<file path="src/rtl/cpu4_program_sequencer_if.sv">
`default_nettype none
// ============================================================================
// Module      : cpu4_program_sequencer_if
// Description : Control, program-load and CPU pin bundle for the 4-bit CPU
//               program sequencer. Signal directions are named from the
//               sequencer's point of view (i_ = into sequencer).
// Revision    : 1.0 - initial release
// ============================================================================
interface cpu4_program_sequencer_if;
   logic        i_ena;
   logic        i_prog_we;
   logic [3:0]  i_prog_addr;
   logic [11:0] i_prog_wdata;
   logic        i_start;
   logic        i_abort;
   logic [3:0]  i_cpu_result_in;
   logic [7:0]  o_cpu_ui_out;
   logic [7:0]  o_cpu_uio_out;
   logic        o_busy;
   logic        o_done;
   logic [3:0]  o_pc;
   logic [3:0]  o_result;
   logic        o_result_valid;
   logic [4:0]  o_instr_count;

   // Host / CPU side: drives control and the CPU result, observes the pins.
   modport master (
      output i_ena, i_prog_we, i_prog_addr, i_prog_wdata, i_start, i_abort,
             i_cpu_result_in,
      input  o_cpu_ui_out, o_cpu_uio_out, o_busy, o_done, o_pc, o_result,
             o_result_valid, o_instr_count
   );

   // Sequencer side.
   modport slave (
      input  i_ena, i_prog_we, i_prog_addr, i_prog_wdata, i_start, i_abort,
             i_cpu_result_in,
      output o_cpu_ui_out, o_cpu_uio_out, o_busy, o_done, o_pc, o_result,
             o_result_valid, o_instr_count
   );
endinterface
`default_nettype wire

</file>
<file path="src/rtl/cpu4_program_sequencer.sv">
`default_nettype none
// ============================================================================
// Module      : cpu4_program_sequencer
// Description : Holds a 16-entry program and replays it onto the pins of the
//               4-bit accumulator CPU, pacing each opcode so the CPU's
//               execute FSM completes, then captures the returned result.
// Revision    : 1.0 - initial release
// ============================================================================
module cpu4_program_sequencer #(
   parameter int unsigned ISSUE_CYCLES = 3,
   parameter int unsigned GAP_CYCLES   = 1,
   parameter logic [3:0]  HALT_OPCODE  = 4'b1111,
   parameter logic [3:0]  NOP_OPCODE   = 4'b1011
) (
   input  wire logic               clk,
   input  wire logic               rst_n,
   cpu4_program_sequencer_if.slave bus
);

   // Shared issue/gap counter runs 0 .. max(ISSUE,GAP)-1.
   localparam int unsigned c_MAX_CYC = (ISSUE_CYCLES > GAP_CYCLES) ? ISSUE_CYCLES : GAP_CYCLES;
   localparam int unsigned c_CNT_W   = (c_MAX_CYC > 1) ? $clog2(c_MAX_CYC) : 1;
   localparam logic [c_CNT_W-1:0] c_ISSUE_LAST   = c_CNT_W'(ISSUE_CYCLES - 1);
   localparam logic [c_CNT_W-1:0] c_GAP_LAST     = c_CNT_W'(GAP_CYCLES - 1);
   localparam logic [c_CNT_W-1:0] c_CNT_ONE      = c_CNT_W'(1);
   localparam logic [3:0]         c_STORE_OPCODE = 4'b0010;
   localparam logic [7:0]         c_NOP_UIO      = {NOP_OPCODE, 4'b0000};
   localparam logic [11:0]        c_HALT_ENTRY   = {HALT_OPCODE, 8'h00};

   typedef enum logic [2:0] {
      S_IDLE  = 3'd0,
      S_FETCH = 3'd1,
      S_ISSUE = 3'd2,
      S_GAP   = 3'd3,
      S_DONE  = 3'd4
   } state_t;

   state_t               r_state,        w_state_nx;
   logic [3:0]           r_pc,           w_pc_nx;
   logic [c_CNT_W-1:0]   r_cnt,          w_cnt_nx;
   logic [3:0]           r_result,       w_result_nx;
   logic                 r_result_valid, w_result_valid_nx;
   logic [4:0]           r_instr_count,  w_instr_count_nx;
   logic [7:0]           r_ui,           w_ui_nx;
   logic [7:0]           r_uio,          w_uio_nx;
   logic                 r_busy,         w_busy_nx;
   logic                 r_done,         w_done_nx;

   logic [11:0]          r_mem [16];
   logic [11:0]          w_fetch;
   logic                 w_mem_we;

   assign w_fetch  = r_mem[r_pc];
   // Loading is locked out during a run so the executing program cannot change.
   assign w_mem_we = bus.i_ena && bus.i_prog_we && !r_busy;

   // Program memory: reset fills every slot with HALT so an unloaded program ends at once.
   always_ff @(posedge clk or negedge rst_n) begin
      if (!rst_n) begin
         for (int i = 0; i < 16; i++) begin
            r_mem[i] <= c_HALT_ENTRY;
         end
      end else if (w_mem_we) begin
         r_mem[bus.i_prog_addr] <= bus.i_prog_wdata;
      end
   end

   // Next-state and next-output decode; pins are loaded on the same edge as the state change.
   always_comb begin
      w_state_nx        = r_state;
      w_pc_nx           = r_pc;
      w_cnt_nx          = r_cnt;
      w_result_nx       = r_result;
      w_result_valid_nx = 1'b0;
      w_instr_count_nx  = r_instr_count;
      w_ui_nx           = r_ui;
      w_uio_nx          = r_uio;

      if (bus.i_abort) begin
         w_state_nx = S_IDLE;
         w_uio_nx   = c_NOP_UIO;
      end else begin
         case (r_state)
            S_IDLE, S_DONE: begin
               if (bus.i_start) begin
                  w_state_nx       = S_FETCH;
                  w_pc_nx          = 4'd0;
                  w_instr_count_nx = 5'd0;
               end
            end
            S_FETCH: begin
               if (w_fetch[11:8] == HALT_OPCODE) begin
                  w_state_nx = S_DONE;
               end else begin
                  w_state_nx = S_ISSUE;
                  w_cnt_nx   = '0;
                  w_ui_nx    = w_fetch[7:0];
                  w_uio_nx   = {w_fetch[11:8], 3'b000, (w_fetch[11:8] == c_STORE_OPCODE)};
               end
            end
            S_ISSUE: begin
               if (r_cnt == c_ISSUE_LAST) begin
                  w_state_nx        = S_GAP;
                  w_cnt_nx          = '0;
                  w_result_nx       = bus.i_cpu_result_in;
                  w_result_valid_nx = 1'b1;
                  w_instr_count_nx  = r_instr_count + 5'd1;
                  w_uio_nx          = c_NOP_UIO;
               end else begin
                  w_cnt_nx = r_cnt + c_CNT_ONE;
               end
            end
            S_GAP: begin
               if (r_cnt == c_GAP_LAST) begin
                  // The last slot ends the run; the pc never wraps back to 0.
                  if (r_pc == 4'd15) begin
                     w_state_nx = S_DONE;
                  end else begin
                     w_state_nx = S_FETCH;
                     w_pc_nx    = r_pc + 4'd1;
                  end
               end else begin
                  w_cnt_nx = r_cnt + c_CNT_ONE;
               end
            end
            default: begin
               w_state_nx = S_IDLE;
               w_uio_nx   = c_NOP_UIO;
            end
         endcase
      end

      w_busy_nx = (w_state_nx == S_FETCH) || (w_state_nx == S_ISSUE) || (w_state_nx == S_GAP);
      w_done_nx = (w_state_nx == S_DONE);
   end

   // State and output registers; ena low freezes everything except the result pulse.
   always_ff @(posedge clk or negedge rst_n) begin
      if (!rst_n) begin
         r_state        <= S_IDLE;
         r_pc           <= 4'd0;
         r_cnt          <= '0;
         r_result       <= 4'd0;
         r_result_valid <= 1'b0;
         r_instr_count  <= 5'd0;
         r_ui           <= 8'h00;
         r_uio          <= c_NOP_UIO;
         r_busy         <= 1'b0;
         r_done         <= 1'b0;
      end else if (bus.i_ena) begin
         r_state        <= w_state_nx;
         r_pc           <= w_pc_nx;
         r_cnt          <= w_cnt_nx;
         r_result       <= w_result_nx;
         r_result_valid <= w_result_valid_nx;
         r_instr_count  <= w_instr_count_nx;
         r_ui           <= w_ui_nx;
         r_uio          <= w_uio_nx;
         r_busy         <= w_busy_nx;
         r_done         <= w_done_nx;
      end else begin
         r_result_valid <= 1'b0;
      end
   end

   assign bus.o_cpu_ui_out   = r_ui;
   assign bus.o_cpu_uio_out  = r_uio;
   assign bus.o_busy         = r_busy;
   assign bus.o_done         = r_done;
   assign bus.o_pc           = r_pc;
   assign bus.o_result       = r_result;
   assign bus.o_result_valid = r_result_valid;
   assign bus.o_instr_count  = r_instr_count;

endmodule
`default_nettype wire
</file>
<file path="src/flat_wrapper.sv">
// flat-port wrapper written by rule: the top's interface ports become plain ports
module cpu4_program_sequencer_flat 
#(
   parameter int unsigned ISSUE_CYCLES = 3,
   parameter int unsigned GAP_CYCLES   = 1,
   parameter logic [3:0]  HALT_OPCODE  = 4'b1111,
   parameter logic [3:0]  NOP_OPCODE   = 4'b1011
)
  (clk, rst_n, bus_i_ena, bus_i_prog_we, bus_i_prog_addr, bus_i_prog_wdata, bus_i_start, bus_i_abort, bus_i_cpu_result_in, bus_o_cpu_ui_out, bus_o_cpu_uio_out, bus_o_busy, bus_o_done, bus_o_pc, bus_o_result, bus_o_result_valid, bus_o_instr_count);
  cpu4_program_sequencer_if bus_i ();
  input  wire logic clk;
  input  wire logic rst_n;
  input wire logic [$bits(bus_i.i_ena)-1:0] bus_i_ena;
  input wire logic [$bits(bus_i.i_prog_we)-1:0] bus_i_prog_we;
  input wire logic [$bits(bus_i.i_prog_addr)-1:0] bus_i_prog_addr;
  input wire logic [$bits(bus_i.i_prog_wdata)-1:0] bus_i_prog_wdata;
  input wire logic [$bits(bus_i.i_start)-1:0] bus_i_start;
  input wire logic [$bits(bus_i.i_abort)-1:0] bus_i_abort;
  input wire logic [$bits(bus_i.i_cpu_result_in)-1:0] bus_i_cpu_result_in;
  output wire logic [$bits(bus_i.o_cpu_ui_out)-1:0] bus_o_cpu_ui_out;
  output wire logic [$bits(bus_i.o_cpu_uio_out)-1:0] bus_o_cpu_uio_out;
  output wire logic [$bits(bus_i.o_busy)-1:0] bus_o_busy;
  output wire logic [$bits(bus_i.o_done)-1:0] bus_o_done;
  output wire logic [$bits(bus_i.o_pc)-1:0] bus_o_pc;
  output wire logic [$bits(bus_i.o_result)-1:0] bus_o_result;
  output wire logic [$bits(bus_i.o_result_valid)-1:0] bus_o_result_valid;
  output wire logic [$bits(bus_i.o_instr_count)-1:0] bus_o_instr_count;
  assign bus_i.i_ena = bus_i_ena;
  assign bus_i.i_prog_we = bus_i_prog_we;
  assign bus_i.i_prog_addr = bus_i_prog_addr;
  assign bus_i.i_prog_wdata = bus_i_prog_wdata;
  assign bus_i.i_start = bus_i_start;
  assign bus_i.i_abort = bus_i_abort;
  assign bus_i.i_cpu_result_in = bus_i_cpu_result_in;
  assign bus_o_cpu_ui_out = bus_i.o_cpu_ui_out;
  assign bus_o_cpu_uio_out = bus_i.o_cpu_uio_out;
  assign bus_o_busy = bus_i.o_busy;
  assign bus_o_done = bus_i.o_done;
  assign bus_o_pc = bus_i.o_pc;
  assign bus_o_result = bus_i.o_result;
  assign bus_o_result_valid = bus_i.o_result_valid;
  assign bus_o_instr_count = bus_i.o_instr_count;
  cpu4_program_sequencer #(.ISSUE_CYCLES(ISSUE_CYCLES), .GAP_CYCLES(GAP_CYCLES), .HALT_OPCODE(HALT_OPCODE), .NOP_OPCODE(NOP_OPCODE)) u_core (.clk(clk), .rst_n(rst_n), .bus(bus_i));
endmodule
</file>
<file path="config.mk">
export PLATFORM = sky130hd
export DESIGN_NAME = cpu4_program_sequencer_flat
export DESIGN_NICKNAME = d
export VERILOG_FILES = /design/src/rtl/cpu4_program_sequencer_if.sv /design/src/rtl/cpu4_program_sequencer.sv /design/src/flat_wrapper.sv
export SDC_FILE = /design/constraint.sdc
export NUM_CORES = 1
export LEC_CHECK = 0
export CAP_MARGIN = 20
export CORE_MARGIN = 2
export CORE_UTILIZATION = 60
export CTS_CLUSTER_SIZE = 25
export DETAILED_ROUTE_END_ITERATION = 6
export PLACE_DENSITY_LB_ADDON = 0.15
export SLEW_MARGIN = 20
export SYNTH_ARGS = -nofsm -noshare
export SYNTH_HDL_FRONTEND = slang
export SYNTH_SLANG_ARGS = --single-unit
</file>
<file path="constraint.sdc">
create_clock -name clk -period 3.41 [get_ports clk]
set_input_delay 0.8525 -clock clk [delete_from_list [all_inputs] [get_ports clk]]
set_output_delay 0.8525 -clock clk [all_outputs]
set_load 0.1 [all_outputs]
</file>
Word level (Yosys, flattened, before mapping)
Index checks and enable logic that the tools add are counted.

word-level totals
  bits of input ports = 26
  output and inout bits = 32
  register bits after elaboration = 229

operators by class
  muxes and demuxes = 32
  $add $sub $neg = 3
  magnitude comparators = 3
  reductions and logical operators = 19
  equal/unequal tests = 21
  bitwise gates (word level) = 4

operators by type and width
  operator              number
  $bwmux W192           1
  $bmux W12 S4          1
  $demux W12 S4         1
  $mux W12              3
  $mux W8               3
  $pmux W8 S3           1
  $mux W3               6
  $eq A3 B2 Y1 const B  4
  $mux W4               3
  $pmux W3 S4           1
  $reduce_and A4 Y1     3
  $ge A5 B5 Y1 const B  2
  $mux W5               2
  $not A4 Y5            2
  $pmux W5 S2           1
  $reduce_and A5 Y1     2
  $eq A4 B4 Y1 const B  2
  $ne A2 B2 Y1 const B  4
  $pmux W4 S2           1
  $eq A3 B1 Y1 const B  2
  $eq A3 B3 Y1 const B  2
  $mux W2               3
  $ne A2 B1 Y1 const B  3
  $pmux W2 S3           1
  20 further kinds      28

Longest topological paths before layout
  word-level depth = 11
  depth in mapped cells = 8
  gate-level depth less buffers = 7

Least setup slack after synthesis
Ideal clock, no wire load.

  path kind = reg-to-reg
  start point = reg u_core.r_pc[0], in the netlist u_core.bus.o_pc[0]
  end point = reg u_core.r_ui[0], in the netlist u_core.bus.o_cpu_ui_out[0]
  slack = 0.378 ns
  path buffers = 1
  period minus slack after synthesis = 3.032 ns
  stages on the path, launching flop included = 8
  arrival = 2.906 ns
  setup time = 0.125 ns
  path through = dfrtp_1 > buf_6 > mux4_1 > a22oi_1 > o21ai_2 > and4_1 > nor2_4 > mux2_2

between the ends
  longest elaborated chain between the ends = 7

RTL lines
  what                                            line                           source
  from (decl)                                     cpu4_program_sequencer.sv:39   logic [3:0] r_pc, w_pc_nx;
  from (signal assigned)                          cpu4_program_sequencer.sv:152  r_pc <= w_pc_nx;
  $not A4 Y5 (implied by the code) *              cpu4_program_sequencer.sv:53   assign w_fetch = r_mem[r_pc];
  $bmux W12 S4 *                                  cpu4_program_sequencer.sv:53
  $mux W12 (implied by the code) * (2 in series)  cpu4_program_sequencer.sv:53
  $eq A4 B4 Y1                                    cpu4_program_sequencer.sv:92   if (w_fetch[11:8] == HALT_OPCODE) begin
  $not A1 Y1 (no source line)                     -
  $reduce_and A4 Y1 (no source line)              -
  to (signal assigned)                            cpu4_program_sequencer.sv:157  r_ui <= w_ui_nx;
  to (decl)                                       cpu4_program_sequencer.sv:44   logic [7:0] r_ui, w_ui_nx;

Every way passes the cells marked *; elsewhere a longest branch is shown, timed or not. The select of a mux whose other input is x is not followed.
A chain may end at the register's enable or synchronous reset.

Worst setup path in the final report
  start point = reg u_core.r_pc[0], in the netlist u_core.bus.o_pc[0]
  end point = reg u_core.r_ui[7], in the netlist u_core.bus.o_cpu_ui_out[7]

The elaborated chain is that of the path after synthesis.

==> metrics <==
switching share of power between 30% and 40%; Mapped Avg Cell Area between 15 and 20 µm²; Post-synth EDFFs 0; Clock Path Buffers 3; hpwl dp approximately 16000 µm; slowest library cell on the worst path dfrtp_2; clock sink total 226; Final min period ~2800 ps; pin count of the biggest net entering global routing roughly 110; first-pass GRT wire length 36440 µm; CTS tree done; layout cells sized above 1 55.22%; setup ws final about 570 ps; Die Ht 136.5 µm; Placed Area ~11000 µm²; Crit Path Max Fanout 20; final std cells w/o fill between 1000 and 1500; TritonRoute pass-1 iters 5; Place WS slightly below 500 ps; Synth Instances roughly 700; post-DR vias/cell between 6 and 7; Max-Cap Viols 0; via count between 6000 and 7000; top_reg_cell synth dfrtp_1; most frequent cells in the layout mux2_2, dfrtp_1, dfstp_2; P_leak 5.319 nW; CP arrival 3220 ps; Cell Int Power between 5 and 6 mW; chip width 136.5 µm; Finished Cell Area between 10000 and 15000 µm²; Final GP Congestion around 0.85; # DRC 0; Slew headroom 55.91%; Slew @ Worst Pin around 660 ps; Worst setup SP type flop; final hold vios 0; outcome completed; vias in the first global route ~6700; Total GRT Usage around a quarter; Post-CTS Setup Inserts 0; CP startpoint u_core.bus.o_pc[0]; Tot Pwr 8.418 mW; Inst Count DP 966; clock share of power ~31%; Yosys reg bits about 230; Async SR Flop Fraction 100.0%; Required @ worst endpoint roughly 3800 ps; n_diodes 0; CP Class reg2reg; CP endpoint u_core.bus.o_cpu_ui_out[7]; PD cells around 690 nW/µm²; Num CTS Buffers 25; Worst setup EP type flop; Die ar. around 19000 µm²; Cell Area, Synth between 10000 and 15000 µm²; worst reg2reg path startpoint u_core.bus.o_pc[0]; routed len/inst between 20 and 25 µm; # IOs 58; Seq/Total Area, Yosys a little over half; Register-to-Register Path Depth 6; Min-Delay Path Class in2async; Final Util slightly above 70%; worst skew pair latency a little over 500 ps; core footprint around 17000 µm²; Comb power frac 25.0%; max frequency roughly 0.35 GHz; H-tree level count 1; CTS Hold Buffers Added 0; Initial Util between 60% and 70%; Yosys warnings 0; commonest non-fill, non-tap cell in the layout mux2_2; Final Cycle Share between 80 and 90%; antenna violations before repair 0; Post-DRT Antenna Nets 0; Root Buffer clkbuf_16; initial drt markers approximately 360; Critical Path, Cell by Cell mux4_1, a22oi_1, o21ai_2, and4_1, nor2_4, mux2_2; setup TNS after final layout 0 ps; final setup fails 0; overall routed net length between 20000 and 25000 µm; hold slack 260.5 ps; worst reg2reg endpoint u_core.bus.o_cpu_ui_out[7]; Yosys cell types 48; Port Buffers 54; final net count 800; Clock Skew between 15 and 20 ps; max incr delay on CP 690 ps; Post-CTS Resized 0; clock slew at reported path FFs 60 ps; worst vdd ir 1172 µV; RSZ-0062 raised after global routing no; flop2flop setup slack 570 ps; total gr overflow 0; part of the power in registers 44.4%; area grow syn2layout 15.65%; Final Slew Violations 0; num rows 48; switching power between 2 and 3 mW
-- final cells by class --
| class | count | area [µm²] |
|---|---|---|
| Sequential cell | 226 | 5742 |
| Fill cell | 1106 | 5060 |
| Multi-Input combinational cell | 414 | 4542 |
| Timing Repair Buffer | 91 | 774.5 |
| Clock buffer | 36 | 726.9 |
| Tap cell | 225 | 281.5 |
| Clock inverter | 9 | 72.57 |
| Inverter | 10 | 37.54 |
-- power by group through the flow --
stage / clock (mW) / sequential (mW) / combinational [mW]
finish: 2.58 / 3.74 / 2.10
global route: 2.73 / 3.80 / 2.23
CTS: 2.62 / 3.73 / 2.12
detailed placement: 0 / 3.77 / 2.11
global placement: 0 / 3.72 / 2.05
floorplan: 0 / 4.22 / 1.09
-- worst max-delay path: cells and delay by family, from the launching register on --
kind             cells  cell delay [ps]
flip-flops           1              690
AND/OR/NAND/NOR      2              570
multiplexers         2             1010
AO/OA/AOI/OAI        2              430
-- Yosys cell counts, drive strengths merged, types with 5 or more instances --
library cell,number,area (µm²)
mux4,52,1209
dfrtp,159,3979
nor2,18,75.07
nor2b,12,75.07
mux2,206,2320
nand2,27,101.4
buf,16,100.1
o21ai,14,81.33
clkbuf,34,127.6
dfstp,67,1760
a21oi,7,35.03
mux2i,10,100.1
nand3,10,50.05
a22o,5,43.79
nor3,8,40.04
inv,10,37.54
ha,6,75.07
-- kinds of logic (layout without fill, tap and decap cells) --
kind of cell / count (synthesis) / after routing / synth area share (%)
flops: 226 / 226 / 54.51
mux: 268 / 268 / 34.46
fa+ha+maj: 6 / 6 / 0.7130
buf+inv: 60 / 146 / 2.519
other cells: 1 / 3 / 0.03562
simple gates: 91 / 91 / 4.397
compound gates: 46 / 46 / 3.363
-- per-layer routing --
| metal | vias up | global-route usage, % | share of wire [%] |
|---|---|---|---|
| li1 | 2720 | - | - |
| met4 | 0 | 6.597 | 1.5 |
| met1 | 3318 | 34.10 | 42 |
| met2 | 145 | 45.36 | 53 |
| met3 | 29 | 3.095 | 3.8 |
| met5 | - | 0 | 0 |
-- state kept, by name, indices dropped and copies added, names as in the netlist --
| register | cells |
|---|---|
| u_core.bus.o_done | 1 |
| u_core.bus.o_busy | 1 |
| u_core.bus.o_result_valid | 1 |
| u_core.bus.o_pc | 4 |
| u_core.bus.o_result | 4 |
| u_core.r_mem | 192 |
| u_core.bus.o_cpu_ui_out | 8 |
| u_core.bus.o_instr_count | 5 |
| u_core.r_cnt | 2 |
| u_core.r_state | 3 |
| u_core.bus.o_cpu_uio_out | 5 |
-- worst min-delay path by stage --
stage	start	endpoint	slack [ps]
6_report	rst_n	u_core.bus.o_cpu_uio_out[0]	260
5_1_grt	rst_n	u_core.bus.o_cpu_uio_out[0]	270
4_1_cts	rst_n	u_core.bus.o_cpu_uio_out[0]	250
3_3_place_gp	u_core.bus.o_cpu_uio_out[4]	u_core.bus.o_cpu_uio_out[4]	460
2_1_floorplan	u_core.r_mem[72]	u_core.r_mem[72]	470
3_5_place_dp	u_core.bus.o_cpu_uio_out[4]	u_core.bus.o_cpu_uio_out[4]	450
Power figures use the tool's default switching activity.
